File: src/rtl/kovacs_phase_decoder.sv
// Hysteresis phase decoder: tracks HIGH/LOW phases of an indicator line and reports phase length and data sum.
// Optional accumulator (sum_o) is built only when KOVACS_DECODER_ACCUM_EN is defined.
module kovacs_phase_decoder (
    input  logic               clk_i,
    input  logic               rst_i,
    input  logic signed [15:0] indicator_i,
    input  logic signed [15:0] data_i,
    input  logic signed [15:0] thr_high_i,
    input  logic signed [15:0] thr_low_i,
    input  logic        [31:0] timeout_i,
    output logic        [1:0]  state_o,
    output logic        [31:0] half_period_o,
    output logic signed [47:0] sum_o,
    output logic               sum_state_o,
    output logic        [31:0] cycles_o,
    output logic               valid_o,
    output logic               locked_o,
    output logic               timeout_o
);

    localparam logic [1:0] ST_ACQUIRE = 2'd0;
    localparam logic [1:0] ST_HIGH    = 2'd1;
    localparam logic [1:0] ST_LOW     = 2'd2;

    // Stage 1: input registers
    logic signed [15:0] ind_q, thr_hi_q, thr_lo_q;
    logic        [31:0] timeout_q;

    always_ff @(posedge clk_i) begin
        if (rst_i) begin
            ind_q     <= '0;
            thr_hi_q  <= '0;
            thr_lo_q  <= '0;
            timeout_q <= '0;
        end else begin
            ind_q     <= indicator_i;
            thr_hi_q  <= thr_high_i;
            thr_lo_q  <= thr_low_i;
            timeout_q <= timeout_i;
        end
    end

    // Stage 2: hysteresis level; stage 3: registered edge flag
    logic level_q, level_d, level_prev_q;
    logic edge_q, rise_q;

    always_comb begin
        level_d = level_q;
        if (ind_q > thr_hi_q) begin
            level_d = 1'b1;
        end else if (ind_q < thr_lo_q) begin
            level_d = 1'b0;
        end
    end

    always_ff @(posedge clk_i) begin
        if (rst_i) begin
            level_q      <= 1'b0;
            level_prev_q <= 1'b0;
            edge_q       <= 1'b0;
            rise_q       <= 1'b0;
        end else begin
            level_q      <= level_d;
            level_prev_q <= level_q;
            edge_q       <= (level_q != level_prev_q);
            rise_q       <= level_q;
        end
    end

    // Phase FSM
    logic [1:0]  state_q, state_d;
    logic [31:0] count_q, count_d;
    logic [31:0] hp_q, hp_d;
    logic        sst_q, sst_d;
    logic [31:0] cycles_q, cycles_d;
    logic        valid_q, valid_d;
    logic        locked_q, locked_d;
    logic        tmo_q, tmo_d;
    logic        reported_q, reported_d;
    logic        load_acc, add_acc;
    logic [31:0] count_inc;

    assign count_inc = (count_q == 32'hFFFF_FFFF) ? count_q : count_q + 32'd1;

    always_comb begin
        state_d    = state_q;
        count_d    = count_q;
        hp_d       = hp_q;
        sst_d      = sst_q;
        cycles_d   = cycles_q;
        valid_d    = 1'b0;
        locked_d   = locked_q;
        tmo_d      = 1'b0;
        reported_d = reported_q;
        load_acc   = 1'b0;
        add_acc    = 1'b0;
        case (state_q)
            ST_ACQUIRE: begin
                if (edge_q) begin
                    state_d  = rise_q ? ST_HIGH : ST_LOW;
                    count_d  = 32'd1;
                    load_acc = 1'b1;
                end
            end
            default: begin
                if (edge_q) begin
                    hp_d       = count_q;
                    sst_d      = (state_q == ST_HIGH);
                    valid_d    = 1'b1;
                    reported_d = 1'b1;
                    // A report while one is already on record is the second in a row
                    if (reported_q) begin
                        locked_d = 1'b1;
                    end
                    if (state_q == ST_LOW && rise_q) begin
                        cycles_d = cycles_q + 32'd1;
                    end
                    state_d  = rise_q ? ST_HIGH : ST_LOW;
                    count_d  = 32'd1;
                    load_acc = 1'b1;
                end else if (timeout_q != 32'd0 && count_q >= timeout_q) begin
                    tmo_d      = 1'b1;
                    state_d    = ST_ACQUIRE;
                    locked_d   = 1'b0;
                    reported_d = 1'b0;
                end else begin
                    count_d = count_inc;
                    add_acc = 1'b1;
                end
            end
        endcase
    end

    always_ff @(posedge clk_i) begin
        if (rst_i) begin
            state_q    <= ST_ACQUIRE;
            count_q    <= '0;
            hp_q       <= '0;
            sst_q      <= 1'b0;
            cycles_q   <= '0;
            valid_q    <= 1'b0;
            locked_q   <= 1'b0;
            tmo_q      <= 1'b0;
            reported_q <= 1'b0;
        end else begin
            state_q    <= state_d;
            count_q    <= count_d;
            hp_q       <= hp_d;
            sst_q      <= sst_d;
            cycles_q   <= cycles_d;
            valid_q    <= valid_d;
            locked_q   <= locked_d;
            tmo_q      <= tmo_d;
            reported_q <= reported_d;
        end
    end

`ifdef KOVACS_DECODER_ACCUM_EN
    // Data rides a three-deep delay so it lines up with edge_q
    logic signed [15:0] data1_q, data2_q, data3_q;
    logic signed [47:0] acc_q, sum_q;
    logic signed [47:0] data_ext;

    assign data_ext = {{32{data3_q[15]}}, data3_q};

    always_ff @(posedge clk_i) begin
        if (rst_i) begin
            data1_q <= '0;
            data2_q <= '0;
            data3_q <= '0;
            acc_q   <= '0;
            sum_q   <= '0;
        end else begin
            data1_q <= data_i;
            data2_q <= data1_q;
            data3_q <= data2_q;
            if (valid_d) begin
                sum_q <= acc_q;
            end
            if (load_acc) begin
                acc_q <= data_ext;
            end else if (add_acc) begin
                acc_q <= acc_q + data_ext;
            end
        end
    end

    assign sum_o = sum_q;
`else
    logic unused_accum;
    assign unused_accum = ^{data_i, load_acc, add_acc};
    assign sum_o = '0;
`endif

    assign state_o       = state_q;
    assign half_period_o = hp_q;
    assign sum_state_o   = sst_q;
    assign cycles_o      = cycles_q;
    assign valid_o       = valid_q;
    assign locked_o      = locked_q;
    assign timeout_o     = tmo_q;

endmodule

File: config.mk
export PLATFORM = sky130hd
export DESIGN_NAME = kovacs_phase_decoder
export DESIGN_NICKNAME = d
export VERILOG_FILES = /design/src/rtl/kovacs_phase_decoder.sv
export SDC_FILE = /design/constraint.sdc
export NUM_CORES = 1
export LEC_CHECK = 0
export CORE_ASPECT_RATIO = 0.8
export CORE_MARGIN = 2
export CORE_UTILIZATION = 23
export CTS_CLUSTER_SIZE = 20
export DETAILED_ROUTE_END_ITERATION = 8
export GPL_ROUTABILITY_DRIVEN = 0
export GPL_TIMING_DRIVEN = 0
export REMOVE_ABC_BUFFERS = 1
export SKIP_CTS_REPAIR_TIMING = 1
export SLEW_MARGIN = 20
export SYNTH_ARGS = -nofsm -noshare
export SYNTH_HDL_FRONTEND = slang
export SYNTH_SLANG_ARGS = --single-unit
File: constraint.sdc
create_clock -name clk_i -period 6.2 [get_ports clk_i]
set_input_delay 1.24 -clock clk_i [delete_from_list [all_inputs] [get_ports clk_i]]
set_output_delay 1.24 -clock clk_i [all_outputs]
set_load 0.02 [all_outputs]
Word-level counts from Yosys, hierarchy flattened

Index checks and enable logic that the tools add are counted.

Flip-flop bits (word level): 186
Word-level logic and storage cells: 62
Bits of input ports: 98
Output and inout port bits: 118

Equality and inequality tests: 8
Order comparisons: 3
Bitwise operators: 1
Add/sub/neg operators: 2
Reductions and logical operators: 14
Mux-type cells: 18

Operators with widths:

| operator                                               | count |
|---|---|
| 2-to-1 mux 32 bit                                      | 5 |
| adder 32 x 1 -> 32 bit (second input constant)         | 2 |
| == test 32 bit (second input constant)                 | 1 |
| greater-or-equal comparator 32 bit                     | 1 |
| nonzero test 32 bit                                    | 1 |
| > comparator 16 bit                                    | 1 |
| less-than comparator 16 bit                            | 1 |
| 2-to-1 mux 2 bit                                       | 5 |
| AND reduction 3 bit                                    | 3 |
| 2-to-1 mux 1 bit                                       | 8 |
| inequality test 2 bit (second input constant)          | 3 |
| AND reduction 2 bit                                    | 3 |
| nonzero test 2 bit                                     | 2 |
| OR reduction 3 bit                                     | 1 |
| == test 2 x 1 -> 1 bit (second input constant)         | 1 |
| == test 2 bit (second input constant)                  | 1 |
| logical AND 1 bit                                      | 2 |
| zero test 2 bit                                        | 1 |
| inequality test 2 x 1 -> 1 bit (second input constant) | 1 |
| OR reduction 2 bit                                     | 1 |
| inequality test 1 bit                                  | 1 |
| inverter 1 bit                                         | 1 |

Longest topological paths before layout

Depth in word-level cells: 5
Mapped depth: 11
Mapped depth without buffers: 9

Least setup slack after synthesis

Ideal clock, no wire load.

Kind: reg2reg
Start point: register count_q[0]
End point: register count_q[24]
Cell stages (with the launch flop): 12
Buffers on the path: 2
Setup time: 0.132 ns
Arrival: 2.475 ns
Data required time: 6.068 ns
Path slack: 3.593 ns
Period minus slack after synthesis: 2.607 ns
Cells stage by stage: dfxtp_1 > inv_1 > ha_1 > nand2b_1 > a2111o_1 > a211oi_2 > o32ai_1 > or2_4 > buf_6 > buf_2 > o41ai_1 > a21oi_1

Word-level cells in the longest chain between the ends: 5
Elaborated cells between the ends (all ways): 11

Ends and longest elaborated chain:

| what                   | RTL line | text |
|---|---|---|
| from (decl)            | 72       | `logic [31:0] count_q, count_d;` |
| from (signal assigned) | 147      | `count_q <= count_d;` |
| adder 32 x 1 -> 32 bit | 83       | `assign count_inc = (count_q == 32'hFFFF_FFFF) ? count_q : count_q + 32'd1;` |
| 2-to-1 mux 32 bit      | 83       |  |
| 2-to-1 mux 32 bit      | 121      | `end else if (timeout_q != 32'd0 && count_q >= timeout_q) begin` |
| 2-to-1 mux 32 bit      | 106      | `if (edge_q) begin` |
| 2-to-1 mux 32 bit      | 97       | `case (state_q)` |

Parallel ways exist; a longest one is shown, timed or not. The select of a mux whose other input is x is not followed.
A chain may end at the register's enable or synchronous reset.

Worst setup path after layout

Start point: register count_q[1]
End point: register count_q[11]

Same word-level chain as after synthesis.

==> flow_metrics.env <==
export IMPL_worstSetupEndpointType="flop"
export IMPL_yosysSeqAreaShare=0.431
export IMPL_dieHeight_um=177
export IMPL_hp_class="flop to flop"
export IMPL_use_met3=0.0303
export IMPL_grt_pass1_wl_um=36000
export IMPL_rr_endpoint="count_q[11]$_SDFFE_PP0P_"
export IMPL_cp_max_fo=30
export IMPL_combPwrFrac=0.098
export IMPL_drive_gt1_frac=0.0379
export IMPL_timing_fmax_mhz=322
export IMPL_r2r_start="count_q[1]$_SDFFE_PP0P_"
export IMPL_cts_path_max_buffers=2
export IMPL_seqPwrFrac=0.481
export IMPL_vias_per_cell=4.33
export IMPL_status="complete, no violations"
export IMPL_synth_async_reset_ratio=0
export IMPL_cp_required_ps=6520
export IMPL_portBuffers=151
export IMPL_start_util=0.233
export IMPL_place_ws_ps=2630
export IMPL_io_pins=216
export IMPL_h_tree_depth=4
export IMPL_finalMaxSlewViolations=0
export IMPL_path_cells="ha_1, nand4_1, nor4_2, and3_1, nand3_2, nand2_1, nor4_1, mux2i_1"
export IMPL_wl_um=22800
export IMPL_total_power_mw=2.61
export IMPL_synth_ff_type="dfxtp_1"
export IMPL_synth_edff_count=0
export IMPL_clkSlewWorstSetupHoldPaths_ps=70
export IMPL_die_x_um=221
export IMPL_antenna_found_initial=0
export IMPL_grt_busiest_layer="met2"
export IMPL_layout_setup_ws_ps=3090
export IMPL_fp_dieArea_um2=39100
export IMPL_use_met1=0.157
export IMPL_ant_nets=0
export IMPL_numClockSinks=186
export IMPL_period_minus_slack_ps=3110
export IMPL_crit_arrival_ps=3430
export IMPL_dr_pass1_iters=4
export IMPL_nFillCells=3977
export IMPL_core_area_um2=37000
export IMPL_rsz0062_at_grt="false"
export IMPL_yosys_warnings=0
export IMPL_cts_tree="done"
export IMPL_grt_pass1_vias=6838
export IMPL_syn_avg_cell_area_um2=8.73
export IMPL_leakage_nw=4.09
export IMPL_slowest_stage="nand2_1"
export IMPL_p_switching_uw=652
export IMPL_area_growth_pct=27.6
export IMPL_p_sw_frac=0.250
export IMPL_intPower_mw=1.96
export IMPL_slowest_delay_ps=800
export IMPL_yosysUniqueCellTypes=52
export IMPL_relSlewSlack=0.329
export IMPL_hpwlAfterDp_um=17000
export IMPL_num_vias=7015
export IMPL_cts_buffers=17
export IMPL_startpoint_type="flop"
export IMPL_tightest_slew_ps=1000
export IMPL_criticalPathCategory="flop to flop"
export IMPL_finalSetupViolations=0
export IMPL_clk_latency_ps=440
export IMPL_rows=63
export IMPL_min_from="half_period_o[27]$_SDFFE_PP0P_"
export IMPL_drcViolationCount=0
export IMPL_drt_initial_drc_count=261
export IMPL_cp_endpoint="count_q[11]$_SDFFE_PP0P_"
export IMPL_reg2reg_slack_ps=3090
export IMPL_powerDensity_nw_per_um2=237
export IMPL_synth_area_um2=8640
export IMPL_startpoint="count_q[1]$_SDFFE_PP0P_"
export IMPL_use_met2=0.189
export IMPL_vdd_drop_max_v=0.000178
export IMPL_rr_worst_depth=8
export IMPL_fin_nets=1284
export IMPL_maxCapViolations=0
export IMPL_synth_seq_cells=186
export IMPL_hold_viol=0
export IMPL_grt_max_degree=102
export IMPL_post_route_period_util=0.502
export IMPL_wl_per_cell_um=14.0
export IMPL_worst_clock_skew_ps=10.7
export IMPL_grt_ovfl_total=0
export IMPL_pwr_share_clk=0.421
export IMPL_cts_root_buf="clkbuf_16"
export IMPL_grt_total_usage=0.118
export IMPL_syn_instance_count=990
export IMPL_num_antenna_cells=0
## cells in the final DEF, fill, tap and decap left out, drive strengths merged, types with 3 or more instances in the layout
cell,instances
or3,15
nand2,105
clkinv,4
nor3,8
o31ai,13
o41ai,5
o211ai,5
nand3,29
and3,14
and4,3
clkbuf,23
nand4,32
dfxtp,186
nor2b,86
nor2,51
ha,65
nand2b,6
clkdlybuf4s50,150
or4,17
a21oi,84
a211oi,3
nor4,16
or2,3
xnor2,7
mux2i,3
a21o,8
conb,48
o21ai,25
xor2,24
inv,72
or4b,4
## state kept, by name, summed over array words and instances (netlist names)
signal         flops
state_o            2
reported_q         1
rise_q             1
edge_q             1
half_period_o     32
ind_q             16
cycles_o          32
locked_o           1
level_q            1
valid_o            1
thr_lo_q          16
thr_hi_q          16
sum_state_o        1
timeout_o          1
count_q           32
timeout_q         32
## logic make-up (layout without fill, tap and decap cells)
| logic type | count (synthesis) | after routing | synth area share |
|---|---|---|---|
| AND/OR/NAND/NOR | 392 | 392 | 0.242 |
| flip-flops | 186 | 186 | 0.431 |
| buffers and inverters | 157 | 254 | 0.0919 |
| AO/OA/AOI/OAI | 155 | 155 | 0.105 |
| adder cells (fa/ha/maj) | 65 | 65 | 0.0941 |
| XOR/XNOR | 31 | 31 | 0.0314 |
| multiplexers | 3 | 3 | 0.00348 |
| other | 1 | 48 | 0.000434 |
## power groups by stage
stage	Combinational (mW)	Sequential (mW)	Clock [mW]
global route	0.289	1.26	1.18
detailed placement	0.257	1.28	0
finish	0.257	1.25	1.10
global placement	0.254	1.28	0
floorplan	0.141	1.27	0
CTS	0.259	1.25	1.14
## final cells by class
type	count	area, µm²	area share
well taps	487	609	0.0553
flip-flops and latches	186	3720	0.338
repair buffers	152	1540	0.140
inverters	70	263	0.0238
multi-input cells	694	4310	0.391
clock inverters	9	113	0.0102
clock buffers	23	468	0.0424
## worst max-delay path, delay by kind of cell (launching register included)
family                     cells  cell delay (ps)
DFF                            1              450
and+or+nand+nor                6             2150
adders and majority gates      1              220
muxes                          1              160
## Yosys cell counts (3+ instances only)
cell type	number	area share
xnor2_1	7	0.0071
nand2b_1	6	0.0043
nand4_1	32	0.023
a21oi_1	84	0.049
nor2_1	51	0.022
nor2b_1	86	0.062
buf_2	8	0.0046
dfxtp_1	186	0.43
buf_4	48	0.042
and3_1	14	0.010
clkbuf_1	28	0.012
or3_1	14	0.010
inv_1	70	0.030
nand2_1	105	0.046
a21o_1	8	0.0070
or4_1	17	0.015
or4b_1	4	0.0046
nor4_1	15	0.011
nor3_1	6	0.0035
and4_1	3	0.0030
xor2_1	24	0.024
nand3_1	28	0.016
mux2i_1	3	0.0035
ha_1	65	0.094
o211ai_1	5	0.0043
o31ai_1	13	0.011
o21ai_0	24	0.014
o41ai_1	5	0.0051
## how the worst min path moves through the flow
| stage | to | slack (ps) | cells after the start |
|---|---|---|---|
| global placement | half_period_o[26]$_SDFFE_PP0P_ | 440 | 2 |
| CTS | half_period_o[27]$_SDFFE_PP0P_ | 460 | 2 |
| finish | half_period_o[27]$_SDFFE_PP0P_ | 450 | 2 |
| floorplan | half_period_o[18]$_SDFFE_PP0P_ | 460 | 2 |
| global route | half_period_o[27]$_SDFFE_PP0P_ | 480 | 2 |
| detailed placement | half_period_o[27]$_SDFFE_PP0P_ | 450 | 2 |
## routing by layer
| metal | part of all wire | vias to the layer above |
|---|---|---|
| li1 | - | 3559 |
| met1 | 0.48 | 3274 |
| met2 | 0.45 | 164 |
| met3 | 0.054 | 18 |
| met4 | 0.010 | 0 |
| met5 | 0 | - |
## stage by stage
step	hold slack, ps	TNS (ps)	utilization	std cells	area (µm²)
2_1_floorplan	456	0	-	950	8290
3_3_place_gp	445	-57620	0.281	1588	10400
3_5_place_dp	450	0	0.282	1589	10400
4_1_cts	459	0	0.298	1621	11000
5_1_grt	475	0	0.298	1621	11000
6_report	455	0	0.298	1621	11000
Note: power is estimated with default switching activity, not from simulation.
